## src/rtl/requant_writeback.sv

```systemverilog
// Requantizes up to four INT32 lane accumulators to INT8 and writes the packed word to memory.
// Build option: define REQUANT_BIAS_EN to fetch per-lane INT32 biases from memory before requantizing.
module requant_writeback #(
    parameter int MULT_W    = 16,
    parameter int SAT_CNT_W = 16
) (
    input  logic                 clk,
    input  logic                 reset,
    input  logic                 in_valid,
    output logic                 in_ready,
    input  logic [31:0]          in_acc0,
    input  logic [31:0]          in_acc1,
    input  logic [31:0]          in_acc2,
    input  logic [31:0]          in_acc3,
    input  logic [2:0]           in_lanes,
    input  logic [31:0]          in_out_addr,
    input  logic [31:0]          in_bias_addr,
    input  logic [MULT_W-1:0]    cfg_mult,
    input  logic [4:0]           cfg_shift,
    input  logic                 cfg_relu,
    output logic [31:0]          dma_addr,
    output logic                 dma_re,
    output logic [3:0]           dma_we,
    output logic [31:0]          dma_wdata,
    input  logic [31:0]          dma_rdata,
    output logic                 busy,
    output logic                 done,
    output logic [SAT_CNT_W-1:0] sat_count,
    input  logic                 sat_clr
);
    localparam int P_W = 33 + MULT_W + 1;

    typedef enum logic [2:0] {
        IDLE,
`ifdef REQUANT_BIAS_EN
        BIAS_RD,
        BIAS_WAIT,
`endif
        CALC,
        WRITE,
        DONE
    } state_t;

    state_t            state_reg;
    logic [2:0]        lane_reg;
    logic [2:0]        lanes_reg;
    logic [31:0]       acc_reg [4];
    logic [31:0]       out_addr_reg;
    logic [MULT_W-1:0] mult_reg;
    logic [4:0]        shift_reg;
    logic              relu_reg;
    logic [31:0]       word_reg;

`ifdef REQUANT_BIAS_EN
    logic [31:0]       bias_reg [4];
    logic [31:0]       bias_addr_reg;
`else
    logic              unused_inputs;
    assign unused_inputs = ^{in_bias_addr, dma_rdata};
`endif

    logic [2:0]        lanes_eff;
    logic [2:0]        lane_inc;
    logic [3:0]        lane_mask;

    assign lanes_eff = (in_lanes > 3'd4) ? 3'd4 : in_lanes;
    assign lane_inc  = lane_reg + 3'd1;

    for (genvar gi = 0; gi < 4; gi++) begin : g_mask
        assign lane_mask[gi] = (3'(gi) < lanes_reg);
    end

    // Requantize the lane selected by lane_reg; all intermediates are wide enough to be exact.
    logic [31:0]           acc_sel;
    logic [31:0]           bias_sel;
    logic signed [32:0]    sum;
    logic signed [P_W-1:0] prod;
    logic signed [P_W-1:0] rnd;
    logic signed [P_W-1:0] rounded;
    logic [7:0]            lane_q;
    logic                  clipped;
    logic [31:0]           word_next;

    always_comb begin
        acc_sel = acc_reg[lane_reg[1:0]];
`ifdef REQUANT_BIAS_EN
        bias_sel = bias_reg[lane_reg[1:0]];
`else
        bias_sel = '0;
`endif
        sum  = $signed({acc_sel[31], acc_sel}) + $signed({bias_sel[31], bias_sel});
        prod = $signed({{(P_W-33){sum[32]}}, sum}) * $signed({{(P_W-MULT_W){1'b0}}, mult_reg});
        rnd  = '0;
        if (shift_reg != 5'd0) begin
            rnd = P_W'(1) << (shift_reg - 5'd1);
        end
        rounded = (prod + rnd) >>> shift_reg;
        if (relu_reg && rounded[P_W-1]) begin
            rounded = '0;
        end
        clipped = 1'b0;
        lane_q  = rounded[7:0];
        if (!rounded[P_W-1] && (|rounded[P_W-2:7])) begin
            lane_q  = 8'h7F;
            clipped = 1'b1;
        end else if (rounded[P_W-1] && !(&rounded[P_W-2:7])) begin
            lane_q  = 8'h80;
            clipped = 1'b1;
        end
        word_next = word_reg;
        word_next[{lane_reg[1:0], 3'b000} +: 8] = lane_q;
    end

    always_ff @(posedge clk) begin
        if (reset || sat_clr) begin
            sat_count <= '0;
        end else if (state_reg == CALC && clipped && !(&sat_count)) begin
            sat_count <= sat_count + SAT_CNT_W'(1);
        end
    end

    always_ff @(posedge clk) begin
        if (reset) begin
            state_reg <= IDLE;
            in_ready  <= 1'b1;
            busy      <= 1'b0;
            done      <= 1'b0;
            dma_re    <= 1'b0;
            dma_we    <= '0;
            dma_addr  <= '0;
            dma_wdata <= '0;
            lane_reg  <= '0;
            lanes_reg <= '0;
            word_reg  <= '0;
        end else begin
            case (state_reg)
                IDLE: begin
                    if (in_valid && in_ready) begin
                        acc_reg[0]   <= in_acc0;
                        acc_reg[1]   <= in_acc1;
                        acc_reg[2]   <= in_acc2;
                        acc_reg[3]   <= in_acc3;
                        out_addr_reg <= in_out_addr;
                        mult_reg     <= cfg_mult;
                        shift_reg    <= cfg_shift;
                        relu_reg     <= cfg_relu;
                        lanes_reg    <= lanes_eff;
                        lane_reg     <= '0;
                        word_reg     <= '0;
                        in_ready     <= 1'b0;
                        busy         <= 1'b1;
`ifdef REQUANT_BIAS_EN
                        bias_addr_reg <= in_bias_addr;
`endif
                        if (lanes_eff == 3'd0) begin
                            state_reg <= DONE;
                            done      <= 1'b1;
                        end else begin
`ifdef REQUANT_BIAS_EN
                            state_reg <= BIAS_RD;
                            dma_re    <= 1'b1;
                            dma_addr  <= in_bias_addr;
`else
                            state_reg <= CALC;
`endif
                        end
                    end
                end
`ifdef REQUANT_BIAS_EN
                BIAS_RD: begin
                    dma_re    <= 1'b0;
                    state_reg <= BIAS_WAIT;
                end
                BIAS_WAIT: begin
                    bias_reg[lane_reg[1:0]] <= dma_rdata;
                    if (lane_inc == lanes_reg) begin
                        lane_reg  <= '0;
                        state_reg <= CALC;
                    end else begin
                        lane_reg  <= lane_inc;
                        dma_re    <= 1'b1;
                        dma_addr  <= bias_addr_reg + {27'd0, lane_inc, 2'b00};
                        state_reg <= BIAS_RD;
                    end
                end
`endif
                CALC: begin
                    word_reg <= word_next;
                    if (lane_inc == lanes_reg) begin
                        state_reg <= WRITE;
                        dma_we    <= lane_mask;
                        dma_addr  <= out_addr_reg;
                        dma_wdata <= word_next;
                    end else begin
                        lane_reg <= lane_inc;
                    end
                end
                WRITE: begin
                    dma_we    <= '0;
                    done      <= 1'b1;
                    state_reg <= DONE;
                end
                DONE: begin
                    done      <= 1'b0;
                    in_ready  <= 1'b1;
                    busy      <= 1'b0;
                    state_reg <= IDLE;
                end
                default: begin
                    state_reg <= IDLE;
                end
            endcase
        end
    end
endmodule

```

## config.mk

```make
export PLATFORM = sky130hd
export DESIGN_NAME = requant_writeback
export DESIGN_NICKNAME = d
export VERILOG_FILES = /design/src/rtl/requant_writeback.sv
export SDC_FILE = /design/constraint.sdc
export NUM_CORES = 2
export LEC_CHECK = 0
export ABC_AREA = 1
export CORE_MARGIN = 2
export CORE_UTILIZATION = 55
export CTS_BUF_LIST = sky130_fd_sc_hd__clkbuf_4
export CTS_CLUSTER_DIAMETER = 50
export DETAILED_ROUTE_END_ITERATION = 16
export PLACE_DENSITY = 0.82
export SLEW_MARGIN = 0
export SYNTH_ARGS = -nofsm -noshare
export SYNTH_HDL_FRONTEND = slang
export SYNTH_SLANG_ARGS = --single-unit
```

## constraint.sdc

```tcl
create_clock -name clk -period 9.21 [get_ports clk]
set_input_delay 1.3815 -clock clk [delete_from_list [all_inputs] [get_ports clk]]
set_output_delay 1.3815 -clock clk [all_outputs]
set_load 0.02 [all_outputs]
```

---- Word-level counts from Yosys, hierarchy flattened ----
Memory sizes are Yosys's and may differ from the RTL's. A register that Yosys moved wholly into a read port is not among the register bits.
Index checks and enable logic that the tools add are counted.
operators by class
  add/subtract/negate cells ............... 5
  multipliers ............................. 1
  div/mod/pow operators ................... 0
  magnitude comparators ................... 5
  equality and inequality tests ........... 8
  shift operators ......................... 4
  muxes and demuxes ....................... 32
  bitwise operators ....................... 1
  reductions and logical operators ........ 29
operators by type and width
  cell                    number
  $mux 50                 2
  $pmux 32 s2             1
  $add 49x50->50          1
  $shl 1x5->50 const A    1
  $sshr 50x5->50          1
  $mul 32x17->49          1
  $reduce_and 42->1       1
  $reduce_or 42->1        1
  $bwmux 32               1
  $mux 32                 1
  $shift 8x7->32 const A  1
  $shiftx 8x7->32         1
  $add 16x1->16 const B   1
  $mux 8                  2
  $reduce_and 16->1       1
  $mux 3                  5
  $reduce_and 2->1        6
  $mux 1                  10
  $pmux 3 s3              1
  $reduce_and 3->1        3
  $pmux 4 s2              1
  $neg 5->7               1
  $eq 3x2->1 const B      2
  $logic_and 1x1->1       6
  21 further kinds        33
word-level totals
  register bits ........................... 182
  bits in latches ......................... 0
  bits in writable memories ............... 128
  bits in read-only memories .............. 0
  bits of input ports ..................... 253
  output and inout port bits .............. 88
  memories ................................ 1
memory list
  memory   depth  width  rd ports  clocked after memory_dff  wr ports  line  source
  acc_reg  4      32     1         1                         4         47    logic [31:0] acc_reg [4];

---- Depth between registers and ports, before layout ----
  word-level depth ........................ 15
  gate-level depth with buffers ........... 52
  depth with buffers taken out ............ 49

---- Least setup slack after synthesis ----
OpenSTA, ideal clock, no wires.
  kind .................................... input -> register
  start ................................... in reset
  end ..................................... mem acc_reg[0][0] (enable)
  arrival ................................. 7.074 ns
  required time ........................... 8.593 ns
  slack ................................... 1.519 ns
  stages .................................. 3
  path buffers ............................ 2
  cells stage by stage .................... buf_4 clkbuf_1 nor2_1
RTL lines
  item         line  source
  from (decl)  8     input logic reset,
  to (decl)    47

==> results.cfg <==
[sta]
fin_crit_sh_pct = 94.4
finalMaxSlewViolations = 0
layout_setup_ws_ns = 0.518
worstMarginPinSlew_ns = 1.06
finalCriticalPeriod_ns = 8.69
clock-skew-final_ns = 0.140
finalSetupViolations = 0
finalHoldViolations = 0
maxSlewHeadroom_pct = 29.1
fmax_mhz = 115

[synth]
synthArstFlopShare_pct = 0
synth_cells = 4602
seq_area_frac_synth_pct = 22.7
synth_cell_types = 54
synthFlopType = edfxtp_1
yosysWarnings = 0
ys_seq_elements = 311
synth_top_area_share_pct = 29.6
synth.area.top_cells = fa_1 30%, edfxtp_1 15%, nand2_1 12%
yosysTopAreaCell = fa_1
syn_avg_cell_area_um2 = 7.70
syn-cell-area_um2 = 35500
synth_edf_count = 182

[routing]
first_iter_violations = 2982
drtAntennaViolNets = 0
wl_per_cell_um = 17.8
drc = 0
wl_mm = 103
first_pass_iters = 7
vias = 31573
avgViaCountPerCell = 5.48

[clocking]
cts_made_buffers = 79
cts_max_level = 3
cts_sinks = 311
cts_tree = done
clock_latency_ns = 0.89
ctsHoldBuffers = 0
clock_path_buffers = 3
clockRootBuffer = clkbuf_4
clk_pin_slew_ns = 0.07

[grt]
overflow = 0
grt_pass1_vias = 32108
grt_max_degree = 83
antenna_found_initial = 2
grt.total_usage_pct = 31.2
grt_pass1_wl_mm = 164

[floorplan]
ios = 341
row_count = 93
initial_core_util_pct = 55.3
dieArea_um2 = 66500
core-area_um2 = 64100
die_x_um = 258
die_height_um = 258

[critical_path]
ff2ff_path_depth = 43
critPathLaunchType = flip-flop
worst_path_largest_cell_delay_ns = 0.61
rrSetupSlack_ns = 0.52
required_ns = 9.89
endpoint_kind = flip-flop
cpMostUsedCell = nand2_1
crit_type = reg -> reg
cp_max_fo = 21
worstPathArrival_ns = 9.37
r2r_end = word_reg[28]
slowest_stage = fa_1

[layout]
layout-drive-gt1-share_pct = 5.60
syn_to_final_growth_pct = 13.4
fin_nets = 5766
largest_reg_flops = 128

[hold_path]
hp-start = out_addr_reg[8]
hold_path_depth = 2
hold_path_class = reg -> reg
min_to = dma_addr[8]

[outcome]
status = complete, no violations

[placement]
dp_hpwl_mm = 82.3
port_buffers = 275
dp_worst_setup_slack_ns = 0.491
gp_congestion = 1.02

[flow_run]
maxCapViolCount = 0
synth_stat cells (17+ instances only):
cell type  number
a21oi_1        96
buf_1          38
clkbuf_1      136
dfxtp_1       129
edfxtp_1      182
fa_1          524
ha_1          131
inv_1         850
nand2_1      1093
nand3_1       495
nand4_1        41
nor2_1        588
o21ai_0        86
o21bai_1       33
xnor2_1        17
layout by cell type (no fill, tap or decap), types with 3 or more instances in the layout:
| master | netlist | routed |
|---|---|---|
| fa_1 | 524 | 523 |
| nor2_4 | 2 | 5 |
| buf_4 | 3 | 93 |
| nand3_1 | 495 | 495 |
| inv_2 | 11 | 14 |
| nor2_1 | 588 | 584 |
| nor2_2 | 11 | 12 |
| clkinv_2 | 0 | 6 |
| nand4_1 | 41 | 41 |
| ha_1 | 131 | 131 |
| nor3_1 | 15 | 14 |
| xnor2_1 | 17 | 17 |
| dfxtp_1 | 129 | 128 |
| nand2_2 | 8 | 12 |
| a21oi_1 | 96 | 95 |
| nand2_1 | 1093 | 1088 |
| nor4_1 | 8 | 6 |
| a311oi_1 | 3 | 3 |
| o21ai_0 | 86 | 86 |
| xor2_1 | 15 | 15 |
| clkdlybuf4s50_1 | 0 | 274 |
| nand2_4 | 3 | 4 |
| o211ai_1 | 6 | 6 |
| a31oi_1 | 9 | 9 |
| edfxtp_1 | 182 | 182 |
| clkinv_4 | 0 | 3 |
| o21ai_1 | 14 | 14 |
| inv_1 | 850 | 846 |
| o21bai_1 | 33 | 33 |
| clkbuf_4 | 0 | 101 |
| clkinv_1 | 5 | 21 |
routing by layer:
| metal | global-route usage [%] | up-vias | share of wire (%) |
|---|---|---|---|
| li1 | - | 14578 | - |
| met1 | 39.0 | 15088 | 38 |
| met2 | 51.6 | 1578 | 47 |
| met3 | 7.75 | 329 | 10 |
| met4 | 14.1 | 0 | 4.5 |
| met5 | 0 | - | 0 |
worst max path at each step:
stage / start / end / slack [ns]
after global placement: flip-flop / word_reg[28] / 0.64
after global routing: flip-flop / word_reg[28] / -0.02
final: flip-flop / word_reg[28] / 0.52
after detailed placement: flip-flop / word_reg[25] / 0.49
after floorplan: reset / acc_reg[0][0] / 1.52
after CTS: flip-flop / word_reg[28] / 0.43
metrics by stage:
step | cells | TNS [ns] | util [%] | instance area [µm²] | hold slack, ns
after global placement | 5627 | 0 | 61.1 | 39200 | 0.450
after CTS | 5757 | 0 | 62.5 | 40100 | 0.416
after global routing | 5763 | -0.0193 | 62.7 | 40200 | 0.441
after detailed placement | 5627 | 0 | 61.1 | 39200 | 0.456
final | 5763 | 0 | 62.7 | 40200 | 0.426
after floorplan | 4603 | 0 | - | 35500 | 0.443
cell families (layout without fill, tap and decap cells):
kind of cell             count (synthesis)  in the layout  synth area share, %
AO/OA/AOI/OAI                          265            265                 4.25
XOR/XNOR                                32             32                0.790
adder cells (fa/ha/maj)                655            655                 34.2
buffers and inverters                 1064           1368                 11.5
flip-flops                             311            311                 22.7
other                                    1              3               0.0106
AND/OR/NAND/NOR                       2274           2274                 26.6
timing repair:
| item | in CTS | in global routing |
|---|---|---|
| setup endpoints to repair | 0 | 68 |
| setup buffers | 0 | 5 |
| resized for setup | 0 | 17 |
layout make-up:
class                   count  area [µm²]
inverters                 866        3250
repair buffers            372        3500
clock buffers             101         758
multi-input cells        3228       23400
clock inverters            29         158
flip-flops and latches    311        8050
fillers                  5320       23900
diodes                      1        2.50
well taps                 855        1070
worst max-delay path: cells and delay by family, from the launching register on:
family	cells	cell delay [ns]
AOI/OAI and AO/OA	1	0.13
buffers and inverters	7	0.98
DFF	1	0.38
adders and majority gates	7	3.56
and+or+nand+nor	28	3.54
Power is left out: the tool's default activity adds up to more than one toggle a clock period on the data nets, which glitch-free logic cannot reach.
